File: config.mk
export PLATFORM = sky130hd
export DESIGN_NAME = alu_seq_ctrl_flat
export DESIGN_NICKNAME = d
export VERILOG_FILES = /design/src/rtl/alu_seq_if.sv /design/src/rtl/alu_seq_ctrl.sv /design/src/flat_wrapper.sv
export SDC_FILE = /design/constraint.sdc
export NUM_CORES = 1
export LEC_CHECK = 0
export CORE_MARGIN = 2
export CORE_UTILIZATION = 42
export CTS_CLUSTER_SIZE = 16
export DETAILED_ROUTE_END_ITERATION = 7
export MAX_ROUTING_LAYER = met4
export PLACE_DENSITY = 0.88
export SLEW_MARGIN = 15
export SYNTH_ARGS = -nofsm -noshare
export SYNTH_HDL_FRONTEND = slang
export SYNTH_SLANG_ARGS = --single-unit
File: constraint.sdc
create_clock -name clk -period 1.6 [get_ports clk]
set_input_delay 0.48 -clock clk [delete_from_list [all_inputs] [get_ports clk]]
set_output_delay 0.48 -clock clk [all_outputs]
set_load 0.005 [all_outputs]
File: src/rtl/alu_seq_if.sv
// Byte-loader / ALU / result-handshake bundle for alu_seq_ctrl.
// slave = the sequencer itself, master = the host and ALU side that drives it.
interface alu_seq_if;
   logic       ena;
   logic [7:0] in_data;
   logic       in_strobe;
   logic [6:0] alu_a;
   logic [6:0] alu_b;
   logic [2:0] alu_op;
   logic       alu_start;
   logic [6:0] alu_result;
   logic       alu_carry;
   logic [7:0] res_data;
   logic       res_valid;
   logic       res_ready;
   logic       busy;
   logic       err;

   modport slave (
      input  ena, in_data, in_strobe, alu_result, alu_carry, res_ready,
      output alu_a, alu_b, alu_op, alu_start, res_data, res_valid, busy, err
   );

   modport master (
      output ena, in_data, in_strobe, alu_result, alu_carry, res_ready,
      input  alu_a, alu_b, alu_op, alu_start, res_data, res_valid, busy, err
   );
endinterface

File: src/rtl/alu_seq_ctrl.sv
// Byte-serial ALU sequencer: loads A, B, opcode, issues the ALU, waits ALU_LAT cycles, holds the result.
// Optional macro ALU_SEQ_SYNC_EN inserts a 2-flop synchronizer on in_strobe ahead of edge detection.
module alu_seq_ctrl #(
   parameter int ALU_LAT = 1
) (
   input  logic          clk,
   input  logic          rst_n,
   alu_seq_if.slave      bus
);

   typedef enum logic [2:0] {
      IDLE   = 3'd0,
      GET_B  = 3'd1,
      GET_OP = 3'd2,
      EXEC   = 3'd3,
      WAIT   = 3'd4,
      HOLD   = 3'd5
   } state_t;

   localparam logic [3:0] LAT_C = 4'(ALU_LAT);

   state_t     state_r, state_nxt_s;
   logic [3:0] cnt_r, cnt_nxt_s;
   logic [6:0] alu_a_r, alu_a_nxt_s;
   logic [6:0] alu_b_r, alu_b_nxt_s;
   logic [2:0] alu_op_r, alu_op_nxt_s;
   logic       alu_start_r, alu_start_nxt_s;
   logic [7:0] res_data_r, res_data_nxt_s;
   logic       res_valid_r, res_valid_nxt_s;
   logic       err_r, err_nxt_s;
   logic       busy_r;
   logic       strobe_s;
   logic       strobe_prev_r;
   logic       edge_s;

`ifdef ALU_SEQ_SYNC_EN
   logic [1:0] sync_r;

   // Two-flop synchronizer for the asynchronous strobe pin
   always_ff @(posedge clk or negedge rst_n) begin
      if (!rst_n) begin
         sync_r <= 2'b00;
      end else begin
         sync_r <= {sync_r[0], bus.in_strobe};
      end
   end

   assign strobe_s = sync_r[1];
`else
   assign strobe_s = bus.in_strobe;
`endif

   // Edge history keeps tracking while disabled so re-enabling cannot fake an edge
   always_ff @(posedge clk or negedge rst_n) begin
      if (!rst_n) begin
         strobe_prev_r <= 1'b0;
      end else begin
         strobe_prev_r <= strobe_s;
      end
   end

   assign edge_s = strobe_s & ~strobe_prev_r;

   // Next-state and datapath decode
   always_comb begin
      state_nxt_s     = state_r;
      cnt_nxt_s       = cnt_r;
      alu_a_nxt_s     = alu_a_r;
      alu_b_nxt_s     = alu_b_r;
      alu_op_nxt_s    = alu_op_r;
      alu_start_nxt_s = 1'b0;
      res_data_nxt_s  = res_data_r;
      res_valid_nxt_s = res_valid_r;
      err_nxt_s       = err_r;

      case (state_r)
         IDLE: begin
            if (edge_s) begin
               alu_a_nxt_s = bus.in_data[6:0];
               err_nxt_s   = 1'b0;
               state_nxt_s = GET_B;
            end else begin
               state_nxt_s = IDLE;
            end
         end
         GET_B: begin
            if (edge_s) begin
               alu_b_nxt_s = bus.in_data[6:0];
               state_nxt_s = GET_OP;
            end else begin
               state_nxt_s = GET_B;
            end
         end
         GET_OP: begin
            if (edge_s) begin
               alu_op_nxt_s = bus.in_data[2:0];
               if (bus.in_data[2:0] > 3'd5) begin
                  err_nxt_s   = 1'b1;
                  state_nxt_s = IDLE;
               end else begin
                  alu_start_nxt_s = 1'b1;
                  state_nxt_s     = EXEC;
               end
            end else begin
               state_nxt_s = GET_OP;
            end
         end
         EXEC: begin
            cnt_nxt_s   = LAT_C;
            state_nxt_s = WAIT;
            if (edge_s) begin
               err_nxt_s = 1'b1;
            end else begin
               err_nxt_s = err_r;
            end
         end
         WAIT: begin
            if (edge_s) begin
               err_nxt_s = 1'b1;
            end else begin
               err_nxt_s = err_r;
            end
            // The capture edge is the one that takes the counter to zero
            if (cnt_r <= 4'd1) begin
               cnt_nxt_s       = 4'd0;
               res_data_nxt_s  = {bus.alu_carry, bus.alu_result};
               res_valid_nxt_s = 1'b1;
               state_nxt_s     = HOLD;
            end else begin
               cnt_nxt_s = cnt_r - 4'd1;
            end
         end
         HOLD: begin
            if (edge_s) begin
               err_nxt_s = 1'b1;
            end else begin
               err_nxt_s = err_r;
            end
            if (bus.res_ready) begin
               res_valid_nxt_s = 1'b0;
               state_nxt_s     = IDLE;
            end else begin
               state_nxt_s = HOLD;
            end
         end
         default: begin
            state_nxt_s = IDLE;
         end
      endcase
   end

   // State and output registers, frozen while ena is low
   always_ff @(posedge clk or negedge rst_n) begin
      if (!rst_n) begin
         state_r     <= IDLE;
         cnt_r       <= 4'd0;
         alu_a_r     <= 7'd0;
         alu_b_r     <= 7'd0;
         alu_op_r    <= 3'd0;
         alu_start_r <= 1'b0;
         res_data_r  <= 8'd0;
         res_valid_r <= 1'b0;
         err_r       <= 1'b0;
         busy_r      <= 1'b0;
      end else if (bus.ena) begin
         state_r     <= state_nxt_s;
         cnt_r       <= cnt_nxt_s;
         alu_a_r     <= alu_a_nxt_s;
         alu_b_r     <= alu_b_nxt_s;
         alu_op_r    <= alu_op_nxt_s;
         alu_start_r <= alu_start_nxt_s;
         res_data_r  <= res_data_nxt_s;
         res_valid_r <= res_valid_nxt_s;
         err_r       <= err_nxt_s;
         busy_r      <= (state_nxt_s != IDLE);
      end else begin
         alu_start_r <= 1'b0;
      end
   end

   assign bus.alu_a     = alu_a_r;
   assign bus.alu_b     = alu_b_r;
   assign bus.alu_op    = alu_op_r;
   assign bus.alu_start = alu_start_r;
   assign bus.res_data  = res_data_r;
   assign bus.res_valid = res_valid_r;
   assign bus.busy      = busy_r;
   assign bus.err       = err_r;

endmodule

File: src/flat_wrapper.sv
// flat-port wrapper written by rule: the top's interface ports become plain ports
module alu_seq_ctrl_flat 
#(
   parameter int ALU_LAT = 1
)
  (clk, rst_n, bus_ena, bus_in_data, bus_in_strobe, bus_alu_result, bus_alu_carry, bus_res_ready, bus_alu_a, bus_alu_b, bus_alu_op, bus_alu_start, bus_res_data, bus_res_valid, bus_busy, bus_err);
  alu_seq_if bus_i ();
  input  logic clk;
  input  logic rst_n;
  input wire logic [$bits(bus_i.ena)-1:0] bus_ena;
  input wire logic [$bits(bus_i.in_data)-1:0] bus_in_data;
  input wire logic [$bits(bus_i.in_strobe)-1:0] bus_in_strobe;
  input wire logic [$bits(bus_i.alu_result)-1:0] bus_alu_result;
  input wire logic [$bits(bus_i.alu_carry)-1:0] bus_alu_carry;
  input wire logic [$bits(bus_i.res_ready)-1:0] bus_res_ready;
  output wire logic [$bits(bus_i.alu_a)-1:0] bus_alu_a;
  output wire logic [$bits(bus_i.alu_b)-1:0] bus_alu_b;
  output wire logic [$bits(bus_i.alu_op)-1:0] bus_alu_op;
  output wire logic [$bits(bus_i.alu_start)-1:0] bus_alu_start;
  output wire logic [$bits(bus_i.res_data)-1:0] bus_res_data;
  output wire logic [$bits(bus_i.res_valid)-1:0] bus_res_valid;
  output wire logic [$bits(bus_i.busy)-1:0] bus_busy;
  output wire logic [$bits(bus_i.err)-1:0] bus_err;
  assign bus_i.ena = bus_ena;
  assign bus_i.in_data = bus_in_data;
  assign bus_i.in_strobe = bus_in_strobe;
  assign bus_i.alu_result = bus_alu_result;
  assign bus_i.alu_carry = bus_alu_carry;
  assign bus_i.res_ready = bus_res_ready;
  assign bus_alu_a = bus_i.alu_a;
  assign bus_alu_b = bus_i.alu_b;
  assign bus_alu_op = bus_i.alu_op;
  assign bus_alu_start = bus_i.alu_start;
  assign bus_res_data = bus_i.res_data;
  assign bus_res_valid = bus_i.res_valid;
  assign bus_busy = bus_i.busy;
  assign bus_err = bus_i.err;
  alu_seq_ctrl #(.ALU_LAT(ALU_LAT)) u_core (.clk(clk), .rst_n(rst_n), .bus(bus_i));
endmodule
After elaboration in Yosys (flattened, before gate mapping):

Index checks and enable logic that the tools add are counted.

* equality and inequality tests: 11
* $mul: 0
* $add $sub $neg: 1
* shift operators: 0
* reductions and logical operators: 13
* div/mod/pow operators: 0
* bitwise operators: 2
* magnitude comparators: 2
* multiplexer cells: 21

Operators by type and width (number)
* case mux 3 bit (6 select lines): 1
* AND reduction 3 bit: 4
* two-way mux 1 bit: 11
* != test 2 x 1 -> 1 bit, second input constant: 5
* case mux 4 bit (2 select lines): 1
* == test 3 x 2 -> 1 bit, second input constant: 2
* == test 3 bit, second input constant: 2
* two-way mux 2 bit: 3
* two-way mux 3 bit: 2
* AND reduction 6 bit: 1
* nonzero test 3 bit: 2
* less-or-equal comparator 4 x 1 -> 1 bit, second input constant: 1
* two-way mux 4 bit: 1
* AND reduction 4 bit: 1
* nonzero test 2 bit: 2
* subtractor 4 x 1 -> 4 bit, second input constant: 1
* == test 3 x 1 -> 1 bit, second input constant: 1
* > comparator 3 bit, second input constant: 1
* logical NOT 3 bit: 1
* case mux 1 bit (3 select lines): 1
* OR reduction 3 bit: 1
* != test 2 bit, second input constant: 1
* case mux 1 bit (2 select lines): 1
* AND reduction 2 bit: 1
* other kinds (2): 2

* input port bits: 21
* register bits: 37
* bits in writable memories: 0
* output and inout port bits: 29
* word-level logic and storage cells: 61
* latch bits: 0
* bits in read-only memories: 0
* memories kept: 0

Longest topological paths before layout:

Gate-level depths: netlist of the first run.

* depth after elaboration: 5
* depth in mapped cells: 6
* gate-level depth less buffers: 6

Worst setup path before layout of the first run:

OpenSTA, ideal clock, no wires.

* kind: register to register
* start: reg u_core.cnt_r[0]
* end: reg u_core.cnt_r[3]
* path buffers: 0
* setup slack: -0.105 ns
* period minus slack after synthesis: 1.705 ns
* library setup time: 0.092 ns
* data required time: 1.508 ns
* cell stages (with the launch flop): 7
* arrival: 1.614 ns
* cell sequence: dfrtp_1 > inv_1 > ha_1 > or2_0 > and2_4 > or4_4 > o31ai_2

* cells in the longest elaborated chain, start to end: 3

Ends and longest elaborated chain
* start: declaration: RTL line alu_seq_ctrl.sv:23 `logic [3:0] cnt_r, cnt_nxt_s;`
* start signal: assignment: RTL line alu_seq_ctrl.sv:167 `cnt_r <= cnt_nxt_s;`
* subtractor 4 x 1 -> 4 bit or less-or-equal comparator 4 x 1 -> 1 bit (tied branches): RTL line alu_seq_ctrl.sv:130, alu_seq_ctrl.sv:124
* two-way mux 4 bit (*): RTL line alu_seq_ctrl.sv:124 `if (cnt_r <= 4'd1) begin`
* case mux 4 bit (2 select lines) (*): RTL line alu_seq_ctrl.sv:76 `case (state_r)`

Mark *: on every way between the ends. The rest lies on a longest branch, timed or not.
A chain may end at the register's enable or synchronous reset.

Final worst setup path of the first run:

Same ends and word-level chain as after synthesis.

==> impl_metrics.csv, run 1 <==
group,metric,value,unit
yosys,synth-edff-count,0,
run_status,violations,"setup timing",
critical_path,critPathTopFamily,"simple AND/OR/NAND/NOR gates",
detailed_routing,dr_wl_met2,2340,um
yosys,synth_area,1650,um^2
detailed_routing,ant_nets,0,
floorplan,die_y,66.6,um
critical_path,end_kind,"flip-flop",
global_routing,first_global_vias,1435,
clocking,htreeDepth,2,
clocking,path_clk_slew,70,ps
layout,final_nets,232,
sta,fmax,557,MHz
floorplan,start_util,44.3,%
sta,fin_crit,1790,ps
yosys,synth_warnings,0,
clocking,worstSkewPairLatency,290,ps
critical_path,r2r_slack,-190,ps
placed_design,portBuffers,48,
floorplan,pin_count,50,
detailed_routing,routed-via-count,1358,
placed_design,detailedPlace.worstSlack,-493,ps
worst_hold_path,hold_path_class,"in -> async",
layout,final_area,2510,um^2
layout,fillers,291,
detailed_routing,drt_iter0_drc,87,
layout,fin_cells,258,
critical_path,start_kind,"flip-flop",
clocking,postCtsHoldBufs,0,
critical_path,path_buf_inv,0,
yosys,yosysTopAreaCellShare,56.2,%
yosys,synth.yosys.seq_area_share,56.2,%
run,maxCapViolCount,0,
detailed_routing,first_pass_iters,4,
sta,holdWs,150,ps
power_and_ir_drop,swShare,33.4,%
yosys,syn-instance-count,129,
power_and_ir_drop,p_per_area,1720,nW/um^2
sta,rsz0062_at_grt,"yes",
placed_design,dpl.hpwl,3130,um
critical_path,r2r_end,"u_core.cnt_r[3]",
power_and_ir_drop,p_seq_share,36.5,%
critical_path,slowest_stage,"or4_4",
yosys,synthArstFlopShare,100,%
detailed_routing,wl,4290,um
sta,setup_viol,19,
critical_path,rr_startpoint,"u_core.cnt_r[0]",
critical_path,reg2reg_depth,5,
yosys,yosysMostFrequentCell,"dfrtp_1",
power_and_ir_drop,p_leak,0.00120,uW
critical_path,criticalPathCategory,"reg -> reg",
sta,hold_violations,0,
critical_path,path_cells,"ha_2 -> or2_4 -> and2_4 -> or4_4 -> o31ai_2",
critical_path,crit_arrival,2000,ps
critical_path,crit_required,1800,ps
detailed_routing,vias_per_cell,5.26,
floorplan,coreArea,3720,um^2
power_and_ir_drop,power_switching,1440,uW
detailed_routing,met1Wirelength,1670,um
detailed_routing,dr_wl_met3,187,um
detailed_routing,routed.top_layer,"met4",
placed_design,place_inst,240,
global_routing,grt_first_pass_wirelength,7010,um
yosys,ys_seq_elements,37,
power_and_ir_drop,vdd_drop_max,0.942,mV
sta,tightest_slew,515,ps
yosys,ys_top_cells_by_area,"dfrtp_1 (56%), mux2_2 (18%), a21oi_1 (2.4%), o21ai_0 (2.1%), ha_1 (1.5%)",
sta,setup_slack,-195,ps
yosys,syn_area_per_cell,12.8,um^2
global_routing,overflow,0,
yosys,synth_top_area_cell,"dfrtp_1",
critical_path,crit_path_max_fanout,6,
placed_design,place_area,2310,um^2
global_routing,grt_max_degree,24,
layout,antenna_cells,0,
yosys,synth_cell_type_count,40,
clocking,cts_tree,"built",
placed_design,place.gp.congestion,0.936,
power_and_ir_drop,p_clk_share,14.7,%
power_and_ir_drop,p_int,2870,uW
yosys,synthesis.nets,152,
sta,fin_tns_setup,-2230,ps
yosys,netlist_top_cells_count,"dfrtp_1 (37), mux2_2 (26), a21oi_1 (8)",
run_status,status,"finished with violations",
floorplan,dieWidth,66.6,um
critical_path,critPathMaxStageDelay,460,ps
yosys,synthFlopType,"dfrtp_1",
clocking,clock-sinks,37,
clocking,cts_buffer_depth,2,
power_and_ir_drop,combPwrFrac,48.8,%
detailed_routing,wl_per_cell,16.6,um
layout,drive_gt1_share,40.0,%
layout,areaGrowthSynthToFinish,52.1,%
clocking,cts_inserted_buffers,5,
global_routing,antenna_found_initial,0,
sta,clock_skew,8.07,ps
sta,timing_max_transition_violations_final,0,
detailed_routing,drc,0,
clocking,root_buffer,"clkbuf_8",
critical_path,startpoint,"u_core.cnt_r[0]",
global_routing,track_usage,22.5,%
sta,fin_crit_sh,112,%
floorplan,rows,22,
floorplan,die_area,4440,um^2
sta,relSlewSlack,65.6,%
layer usage:
layer,track usage [%],vias to the layer above
met5,-,-
met1,25.6,689
met2,38.9,37
li1,-,623
met4,8.16,0
met3,5.24,9
sequential cells by signal (all words and copies together), names as in the netlist:
name,cells
u_core.state_r,3
u_core.bus.res_data,8
u_core.bus.alu_start,1
u_core.bus.busy,1
u_core.cnt_r,4
u_core.bus.err,1
u_core.bus.res_valid,1
u_core.bus.alu_b,7
u_core.bus.alu_a,7
u_core.strobe_prev_r,1
u_core.bus.alu_op,3
through the flow:
| stage | util, % | total power, uW |
|---|---|---|
| CTS | 66.2 | 4150 |
| floorplan | - | 2390 |
| global route | 67.4 | 4590 |
| global placement | 62.2 | 3380 |
| detailed placement | 62.2 | 3530 |
| finish | 67.4 | 4310 |
cell usage in the layout, fill, tap and decap left out, types with 2 or more instances in the layout:
| cell | n |
|---|---|
| a21oi_1 | 7 |
| buf_4 | 28 |
| buf_6 | 2 |
| clkbuf_8 | 5 |
| clkdlybuf4s50_1 | 17 |
| clkinv_2 | 2 |
| dfrtp_1 | 36 |
| dlygate4sd2_1 | 30 |
| ha_2 | 2 |
| inv_1 | 4 |
| mux2_2 | 24 |
| mux2_4 | 2 |
| nand2_1 | 2 |
| nor2_1 | 6 |
| nor3b_1 | 2 |
| o21ai_0 | 5 |
| o21ai_1 | 2 |
worst max-delay path by stage:
stage / to / slack, ps / cells after the start
6_report: u_core.cnt_r[3] / -190 / 5
5_1_grt: u_core.cnt_r[0] / -250 / 5
4_1_cts: u_core.cnt_r[3] / -250 / 6
3_5_place_dp: u_core.bus.alu_b[4] / -490 / 5
3_3_place_gp: u_core.bus.alu_b[1] / -430 / 5
2_1_floorplan: u_core.cnt_r[3] / -60 / 6
cell type report:
| cell class | instances | area, um^2 | area share (%) |
|---|---|---|---|
| Tap cell | 48 | 60.1 | 2.40 |
| Timing Repair Buffer | 78 | 671 | 26.8 |
| Multi-Input combinational cell | 82 | 743 | 29.7 |
| Clock inverter | 3 | 17.5 | 0.699 |
| Sequential cell | 37 | 927 | 37.0 |
| Clock buffer | 5 | 68.8 | 2.75 |
| Inverter | 5 | 18.8 | 0.749 |
power by group through the flow:
stage	Combinational (uW)	Clock, uW	Sequential [uW]
after floorplan	829	0	1560
after CTS	1950	647	1550
final	2100	633	1570
after global placement	1830	0	1550
after detailed placement	1940	0	1590
after global routing	2290	691	1610
kinds of logic after synthesis:
family	Yosys count	synth area share [%]
and+or+nand+nor	27	11.2
buffers and inverters	10	2.58
muxes	26	17.8
adders and majority gates	2	1.52
AOI/OAI and AO/OA	26	10.3
DFF	37	56.2
xor gates and xnor gates	1	0.532
what timing repair did:
| action | CTS | global route |
|---|---|---|
| endpoints found under the setup margin | 60 | 26 |
| buffers inserted | 8 | 3 |
| endpoints found under the hold margin | 0 | 0 |
| pin swaps | 5 | 4 |
| gates resized for setup | 42 | 9 |
No activity file was read; power rests on OpenSTA's default activity.
==> run 2: changes to the inputs <==
SKIP_CTS_REPAIR_TIMING = 1   (was default)
==> run 2 against run 1 <==
Compared with the run above: the flow still finishes with violations (setup timing); die area stayed put; clock power hardly changed; sequential share of layout area is 1.2 points lower; global-route usage is 1.0 points lower; wire length is 12% higher; clock skew is 0.59 ps lower; non-clock buffer count is 2 lower; cell area is 3.3% higher; combinational power is 4% higher; critical path type unchanged.
==> impl_metrics.csv, run 2 (same netlist as run 1, synthesis figures left out) <==
group,metric,value,unit
critical_path,start_kind,"flip-flop",
critical_path,r2r_slack,-270,ps
detailed_routing,drt_iter0_drc,127,
run_status,violations,"setup timing",
sta,rsz0062_at_grt,"yes",
layout,ff_latch_area,927,um^2
clocking,cts_inserted_buffers,5,
run_status,status,"finished with violations",
detailed_routing,ant_nets,0,
clocking,cts_tree,"built",
critical_path,critPathMaxStageDelay,460,ps
detailed_routing,first_pass_iters,4,
layout,largest_register_ffs,8,
placed_design,place.gp.congestion,0.936,
layout,fin_cells,256,
clocking,root_buffer,"clkbuf_8",
global_routing,grt_max_degree,24,
layout,layout_common_cells,"dfrtp_1 (36), dlymetal6s2s_1 (30), buf_4 (28)",
clocking,htreeDepth,2,
sta,hold_violations,0,
global_routing,grt_first_pass_wirelength,6750,um
sta,clock_skew,7.48,ps
power_and_ir_drop,p_leak,0.00146,uW
sta,holdWs,145,ps
layout,fillers,264,
layout,multi_input_area,737,um^2
sta,setup_viol,25,
floorplan,dieWidth,66.6,um
layout,final_area,2590,um^2
detailed_routing,drc,0,
layout,areaGrowthSynthToFinish,57.2,%
critical_path,rr_startpoint,"u_core.cnt_r[1]",
global_routing,overflow,0,
critical_path,criticalPathCategory,"reg -> reg",
worst_hold_path,hold_path_class,"in -> async",
detailed_routing,wl,4820,um
clocking,path_clk_slew,80,ps
layout,final_common_cell,"dfrtp_1",
critical_path,r2r_end,"u_core.cnt_r[2]",
sta,fin_crit_sh,117,%
critical_path,crit_required,1800,ps
placed_design,place_inst,240,
floorplan,rows,22,
floorplan,start_util,44.3,%
floorplan,coreArea,3720,um^2
critical_path,path_buf_inv,1,
clocking,clock-sinks,37,
power_and_ir_drop,vdd_drop_max,0.905,mV
sta,setup_slack,-269,ps
critical_path,path_cells,"inv_1 -> ha_2 -> or2_4 -> and2_4 -> or4_4 -> o21ai_1",
placed_design,dpl.hpwl,3130,um
floorplan,die_area,4440,um^2
critical_path,crit_arrival,2070,ps
power_and_ir_drop,p_per_area,1710,nW/um^2
global_routing,antenna_found_initial,0,
global_routing,track_usage,21.5,%
power_and_ir_drop,total_power,4420,uW
sta,relSlewSlack,66.0,%
layout,drive_gt1_share,40.4,%
sta,tightest_slew,509,ps
critical_path,critPathTopFamily,"simple AND/OR/NAND/NOR gates",
detailed_routing,vias_per_cell,5.48,
sta,fmax,535,MHz
global_routing,first_global_vias,1398,
detailed_routing,routed-via-count,1403,
layout,final_nets,230,
sta,timing_max_transition_violations_final,0,
detailed_routing,wl_per_cell,18.8,um
layout,antenna_cells,0,
clocking,worstSkewPairLatency,290,ps
critical_path,reg2reg_depth,6,
floorplan,pin_count,50,
critical_path,end_kind,"flip-flop",
placed_design,place_area,2310,um^2
critical_path,slowest_stage,"or4_4",
sta,fin_tns_setup,-3320,ps
floorplan,die_y,66.6,um
critical_path,crit_path_max_fanout,4,
placed_design,portBuffers,48,
sta,fin_crit,1870,ps
clocking,cts_buffer_depth,2,
run,maxCapViolCount,0,
-- run 2: report_power, final --
part           switching, uW  internal, uW
Combinational            885          1300
Clock                    334           300
Sequential               270          1330
-- run 2: worst max path at each step --
stage	startpoint	to	slack (ps)	depth (start not counted)
after floorplan	u_core.cnt_r[0]	u_core.cnt_r[3]	-60	6
after detailed placement	bus_in_strobe	u_core.bus.alu_b[4]	-490	5
after global routing	u_core.cnt_r[1]	u_core.cnt_r[2]	-310	6
final	u_core.cnt_r[1]	u_core.cnt_r[2]	-270	6
after CTS	u_core.cnt_r[0]	u_core.cnt_r[0]	-270	6
after global placement	bus_in_strobe	u_core.bus.alu_b[1]	-430	5
-- run 2: routing by layer --
layer	global-route usage (%)	wire, um
met1	25.4	1850
met2	36.0	2540
met3	5.24	254
met4	7.40	172
met5	-	0
-- run 2: area by class of cell --
class	instances	area share [%]
repair buffers	76	29.4
flip-flops and latches	37	35.8
multi-input cells	82	28.5
well taps	48	2.32
clock buffers	5	2.66
clock inverters	3	0.676
inverters	5	0.725
-- run 2: stage by stage --
stage               worst slack, ps  util, %
floorplan                     -65.0        -
global placement               -432     62.2
detailed placement             -493     62.2
CTS                            -266     64.5
global route                   -312     69.7
finish                         -269     69.7
